`config.mk`:
```
export PLATFORM = sky130hd
export DESIGN_NAME = rom_pattern_loader
export DESIGN_NICKNAME = d
export VERILOG_FILES = /design/src/rtl/rom_pattern_loader.sv
export SDC_FILE = /design/constraint.sdc
export NUM_CORES = 1
export LEC_CHECK = 0
export CORE_MARGIN = 10
export CORE_UTILIZATION = 50
export CTS_BUF_LIST = sky130_fd_sc_hd__clkbuf_4 sky130_fd_sc_hd__clkbuf_8
export CTS_CLUSTER_DIAMETER = 200
export DETAILED_ROUTE_END_ITERATION = 10
export DONT_BUFFER_PORTS = 1
export GPL_TIMING_DRIVEN = 0
export HOLD_SLACK_MARGIN = 0.02
export SLEW_MARGIN = 20
export SYNTH_ARGS = -nofsm -noshare
export SYNTH_HDL_FRONTEND = slang
export SYNTH_SLANG_ARGS = --single-unit
```
`constraint.sdc`:
```
create_clock -name clk -period 3.85 [get_ports clk]
set_input_delay 0.385 -clock clk [delete_from_list [all_inputs] [get_ports clk]]
set_output_delay 0.385 -clock clk [all_outputs]
set_load 0.005 [all_outputs]
```
`src/rtl/rom_pattern_loader.sv`:
```
// Fills the SoC program ROM through the rom_loader handshake before the CPU is released.
// Each session streams a run-time number of words in one of four pattern modes, with a per-word timeout.
module rom_pattern_loader #(
  parameter int                    DATA_WIDTH     = 16,
  parameter int                    CNT_WIDTH      = 16,
  parameter int                    SETUP_CYCLES   = 2,
  parameter int                    TIMEOUT_CYCLES = 1024,
  parameter logic [DATA_WIDTH-1:0] LFSR_TAPS      = 16'hB400
) (
  input  logic                  clk,
  input  logic                  reset,
  input  logic                  run,
  input  logic [1:0]            mode,
  input  logic [DATA_WIDTH-1:0] base,
  input  logic [CNT_WIDTH-1:0]  words_to_load,
  output logic                  rom_loader_reset,
  output logic                  rom_loader_load,
  output logic [DATA_WIDTH-1:0] rom_loader_data,
  input  logic                  rom_loader_load_received,
  input  logic                  rom_loader_ack,
  output logic                  busy,
  output logic                  done_loading,
  output logic                  error,
  output logic [CNT_WIDTH-1:0]  words_loaded
);

  typedef enum logic [2:0] {
    IDLE, SETUP, PRESENT, WAIT_RECV, WAIT_ACK, DONE, ERROR
  } state_t;

  localparam logic [31:0] SETUP_LAST = 32'(SETUP_CYCLES - 1);
  localparam logic [31:0] TMO_LAST   = 32'(TIMEOUT_CYCLES - 1);

  state_t                  state;
  logic                    run_armed;
  logic [1:0]              mode_q;
  logic [CNT_WIDTH-1:0]    count_q;
  logic [DATA_WIDTH-1:0]   word;
  logic [31:0]             setup_cnt;
  logic [31:0]             tmo_cnt;
  logic                    start;
  logic                    tmo_hit;
  logic [CNT_WIDTH-1:0]    loaded_next;

  function automatic logic [DATA_WIDTH-1:0] next_word(input logic [1:0] m,
                                                      input logic [DATA_WIDTH-1:0] w);
    case (m)
      2'd0:    next_word = w + 1'b1;
      2'd1:    next_word = w;
      2'd2:    next_word = {w[DATA_WIDTH-2:0], w[DATA_WIDTH-1]};
      default: next_word = w[0] ? ((w >> 1) ^ LFSR_TAPS) : (w >> 1);
    endcase
  endfunction

  // run_armed remembers that run was seen low, so a level held across reset is not an edge.
  assign start       = run && run_armed && (state == IDLE || state == DONE || state == ERROR);
  assign tmo_hit     = (TIMEOUT_CYCLES != 0) && (tmo_cnt == TMO_LAST);
  assign loaded_next = words_loaded + 1'b1;
  assign rom_loader_data = word;

  // NOTE: every register here is state, so all assignments are non-blocking; blocking ones
  // would make the result depend on statement order and on other always blocks.
  always_ff @(posedge clk) begin
    if (reset) begin
      state            <= IDLE;
      run_armed        <= ~run;
      mode_q           <= 2'd0;
      count_q          <= '0;
      word             <= '0;
      setup_cnt        <= '0;
      tmo_cnt          <= '0;
      rom_loader_reset <= 1'b0;
      rom_loader_load  <= 1'b0;
      busy             <= 1'b0;
      done_loading     <= 1'b0;
      error            <= 1'b0;
      words_loaded     <= '0;
    end else begin
      run_armed <= ~run;
      case (state)
        IDLE, DONE, ERROR: begin
          if (start) begin
            error        <= 1'b0;
            words_loaded <= '0;
            mode_q       <= mode;
            count_q      <= words_to_load;
            setup_cnt    <= '0;
            word         <= (mode == 2'd3 && base == '0) ? DATA_WIDTH'(1) : base;
            if (words_to_load == '0) begin
              state        <= DONE;
              done_loading <= 1'b1;
              busy         <= 1'b0;
            end else begin
              state            <= SETUP;
              done_loading     <= 1'b0;
              busy             <= 1'b1;
              rom_loader_reset <= 1'b1;
            end
          end
        end
        SETUP: begin
          if (setup_cnt == SETUP_LAST) begin
            state           <= PRESENT;
            rom_loader_load <= 1'b1;
          end else begin
            setup_cnt <= setup_cnt + 1'b1;
          end
        end
        PRESENT: begin
          state   <= WAIT_RECV;
          tmo_cnt <= '0;
        end
        WAIT_RECV: begin
          if (rom_loader_load_received) begin
            state           <= WAIT_ACK;
            rom_loader_load <= 1'b0;
            tmo_cnt         <= '0;
          end else if (tmo_hit) begin
            state            <= ERROR;
            error            <= 1'b1;
            busy             <= 1'b0;
            rom_loader_load  <= 1'b0;
            rom_loader_reset <= 1'b0;
          end else begin
            tmo_cnt <= tmo_cnt + 1'b1;
          end
        end
        WAIT_ACK: begin
          if (rom_loader_ack) begin
            words_loaded <= loaded_next;
            if (loaded_next == count_q) begin
              state            <= DONE;
              done_loading     <= 1'b1;
              busy             <= 1'b0;
              rom_loader_reset <= 1'b0;
            end else begin
              word            <= next_word(mode_q, word);
              state           <= PRESENT;
              rom_loader_load <= 1'b1;
            end
          end else if (tmo_hit) begin
            state            <= ERROR;
            error            <= 1'b1;
            busy             <= 1'b0;
            rom_loader_load  <= 1'b0;
            rom_loader_reset <= 1'b0;
          end else begin
            tmo_cnt <= tmo_cnt + 1'b1;
          end
        end
        default: state <= IDLE;
      endcase
    end
  end

endmodule

```
==> results.json <==
{
  "postCtsSetupBuffers": 0,
  "async_reset_ff_share_pct": 0,
  "start_util_pct": 51.0,
  "skew_ns": 0.00690,
  "htreeDepth": 4,
  "worstMarginPinSlew_ns": 0.802,
  "place_congestion": 0.919,
  "clockBufferDepth": 2,
  "rows": 43,
  "cts.sinks": 123,
  "slowest_stage": "o21ai_0",
  "grt_use_total_pct": 20.7,
  "die_y_um": 139,
  "setup_viol": 0,
  "power_frac_comb_pct": 13.4,
  "drv_slew": 0,
  "fin_hold_ws_ns": 0.0567,
  "hold_path_class": "input port to register",
  "synth_top_area_share_pct": 34.6,
  "worstPathRequired_ns": 4.17,
  "power_density_mw_per_mm2": 401,
  "ys_seq_area_share_pct": 34.6,
  "critPathMaxFanout": 7,
  "min_period_ns": 3.12,
  "grt_max_degree": 17,
  "period_share_pct": 81.1,
  "cts_tree": "yes",
  "ys_top_cells_by_area": "dfxtp_1 (35%), nor2_1 (6.4%), nand2_1 (6.2%)",
  "ys_ff_latch": 123,
  "netlist_area_mm2": 0.00711,
  "place_area_mm2": 0.00734,
  "synth_cells": 937,
  "worstPathCellList": "clkbuf_1 -> nand4_1 -> nor4_4 -> xor2_1 -> o21ai_0 -> nand2_1 -> or3_1 -> buf_4 -> a21oi_1 -> a211oi_1",
  "viasPerCell": 6.02,
  "drt_iter0_drc": 587,
  "endpoint_kind": "register",
  "finalHoldViolations": 0,
  "drt-met1-wl_um": 8950,
  "postRouteAntennaNets": 0,
  "fin_tns_setup_ns": 0,
  "clock_latency_ns": 0.46,
  "cts_made_buffers": 17,
  "dp_hpwl_um": 15400,
  "design_area_mm2": 0.00781,
  "synth_common_cells": "dfxtp_1 (123), nor2_1 (122), nand2_1 (118)",
  "seq_power_share_pct": 44.1,
  "synth_area_per_cell_um2": 7.59,
  "p_int_mw": 2.26,
  "critPathLaunchType": "register",
  "routedWlPerCell_um": 18.1,
  "clock.fmax_mhz": 320,
  "crit_type": "register to register",
  "drc": 0,
  "wl_met2_um": 9520,
  "cap_violations": 0,
  "dieWidth_um": 139,
  "grt_pass1_wl_um": 33400,
  "layout.nets": 1001,
  "grt_pass1_vias": 6406,
  "area_growth_pct": 9.80,
  "synth_cell_type_count": 73,
  "clkPwrFrac_pct": 42.4,
  "path_clk_slew_ns": 0.07,
  "switchingPower_mw": 0.868,
  "wl_met3_um": 1800,
  "cp.arrival_ns": 3.44,
  "highest_layer": "met4",
  "fillers": 1341,
  "clock-root-buffer": "clkbuf_8",
  "dieArea_mm2": 0.0194,
  "ys.flop_type": "dfxtp_1",
  "antenna_found_initial": 0,
  "rsz0062_at_grt": "false",
  "ios": 76,
  "syn_nets": 981,
  "core_mm2": 0.0139,
  "vias": 6922,
  "drt-pass1-iter-count": 5,
  "ys.warnings.count": 0,
  "synth_edf_count": 0,
  "relSlewSlack_pct": 46.5,
  "leakage_nw": 2.67,
  "max_stage_delay_ns": 0.55,
  "ir_drop_v": 0.000236,
  "portBuffers": 0,
  "status": "finished clean",
  "drive_above_1_share_pct": 7.32,
  "synth_most_common_cell": "dfxtp_1",
  "grt_overflow": 0,
  "swShare_pct": 27.7,
  "yosys.area.top_type": "dfxtp_1",
  "antenna_cells": 0,
  "wl_um": 20800
}
-- per-stage QoR --
step	total power, mW	setup WS (ns)	util [%]	std cells
after global placement	1.81	0.722	52.7	1117
after global routing	3.26	0.468	56.0	1150
after floorplan	1.70	1.23	-	937
final	3.13	0.729	56.0	1150
after CTS	3.15	0.657	56.0	1150
after detailed placement	1.82	0.660	52.7	1117
-- flip-flops by register name, summed over array words and instances (netlist names) --
register / cells
setup_cnt: 32
tmo_cnt: 32
count_q: 16
rom_loader_data: 16
words_loaded: 16
state: 3
mode_q: 2
busy: 1
done_loading: 1
error: 1
rom_loader_load: 1
rom_loader_reset: 1
run_armed: 1
-- power groups by stage --
stage | Combinational (mW) | Sequential [mW] | Clock [mW]
floorplan | 0.314 | 1.39 | 0
global placement | 0.401 | 1.41 | 0
detailed placement | 0.410 | 1.41 | 0
CTS | 0.415 | 1.38 | 1.35
global route | 0.465 | 1.39 | 1.41
finish | 0.420 | 1.38 | 1.33
-- critical path, delay by kind of cell, from the launching register on --
| kind | cells | cell delay (ns) |
|---|---|---|
| AND/OR/NAND/NOR | 4 | 1.24 |
| AO/OA/AOI/OAI | 3 | 0.78 |
| buffers and inverters | 2 | 0.47 |
| flip-flops | 1 | 0.37 |
| XOR/XNOR | 1 | 0.11 |
-- repair_timing --
action                    CTS  global route
hold buffers                1             0
gates resized for setup     0             0
hold endpoints to repair    1             0
-- metal layers --
metal  GRT usage [%]  vias up
li1                -     3369
met1            25.4     3242
met2            32.8      260
met3            6.87       51
met4            8.02        0
met5               0        -
-- layout by cell type (no fill, tap or decap), types with 4 or more instances in the layout --
| master | synthesis | routed |
|---|---|---|
| nor4_1 | 24 | 24 |
| and3_1 | 27 | 27 |
| a211oi_1 | 8 | 8 |
| a22oi_1 | 7 | 7 |
| nand2_1 | 118 | 118 |
| bufinv_16 | 0 | 5 |
| xnor2_1 | 42 | 42 |
| nor3_1 | 16 | 16 |
| clkbuf_8 | 0 | 17 |
| and4_1 | 7 | 7 |
| dfxtp_1 | 123 | 123 |
| o211ai_1 | 8 | 8 |
| clkbuf_4 | 0 | 4 |
| o21a_1 | 4 | 4 |
| o21ai_0 | 61 | 61 |
| xor2_1 | 37 | 37 |
| mux2i_1 | 6 | 6 |
| nor3b_1 | 6 | 5 |
| nand2b_1 | 6 | 6 |
| buf_1 | 4 | 4 |
| nor2_1 | 122 | 122 |
| ha_1 | 5 | 5 |
| a311oi_1 | 7 | 7 |
| a21oi_1 | 87 | 87 |
| and2_1 | 5 | 5 |
| or3_1 | 9 | 9 |
| nand3_1 | 38 | 38 |
| inv_1 | 16 | 16 |
| a31oi_1 | 6 | 6 |
| clkbuf_1 | 40 | 40 |
| nor2b_1 | 7 | 7 |
| nand4_1 | 17 | 17 |
| buf_2 | 10 | 10 |
-- layout make-up --
type | count | area (um2) | share of cell area, %
well taps | 180 | 225 | 2.88
flip-flops and latches | 123 | 2460 | 31.5
plain buffers | 55 | 223 | 2.85
clock buffers | 21 | 264 | 3.38
multi-input cells | 743 | 4370 | 56.0
repair buffers | 1 | 10.0 | 0.128
inverters | 16 | 60.1 | 0.769
clock inverters | 11 | 193 | 2.47
-- cells by family after synthesis --
logic type	Yosys count	share of synthesized area, %
flops	123	34.6
mux	8	1.16
compound gates	220	18.9
simple gates	431	30.7
fa+ha+maj	5	0.880
xor+xnor	79	9.73
buf+inv	71	3.98
-- worst paths after layout --
path,slack [ns],depth (start not counted),startpoint,endpoint
worst max register to register,0.73,10,words_loaded[12]$_SDFFE_PP0P_,rom_loader_data[12]$_SDFFE_PP0P_
worst min register to register,0.47,2,count_q[9]$_SDFFE_PP0P_,count_q[9]$_SDFFE_PP0P_
worst max-delay path,0.73,10,words_loaded[12]$_SDFFE_PP0P_,rom_loader_data[12]$_SDFFE_PP0P_
worst min-delay path,0.06,2,words_to_load[6],count_q[6]$_SDFFE_PP0P_
(Power assumes the default switching activity.)
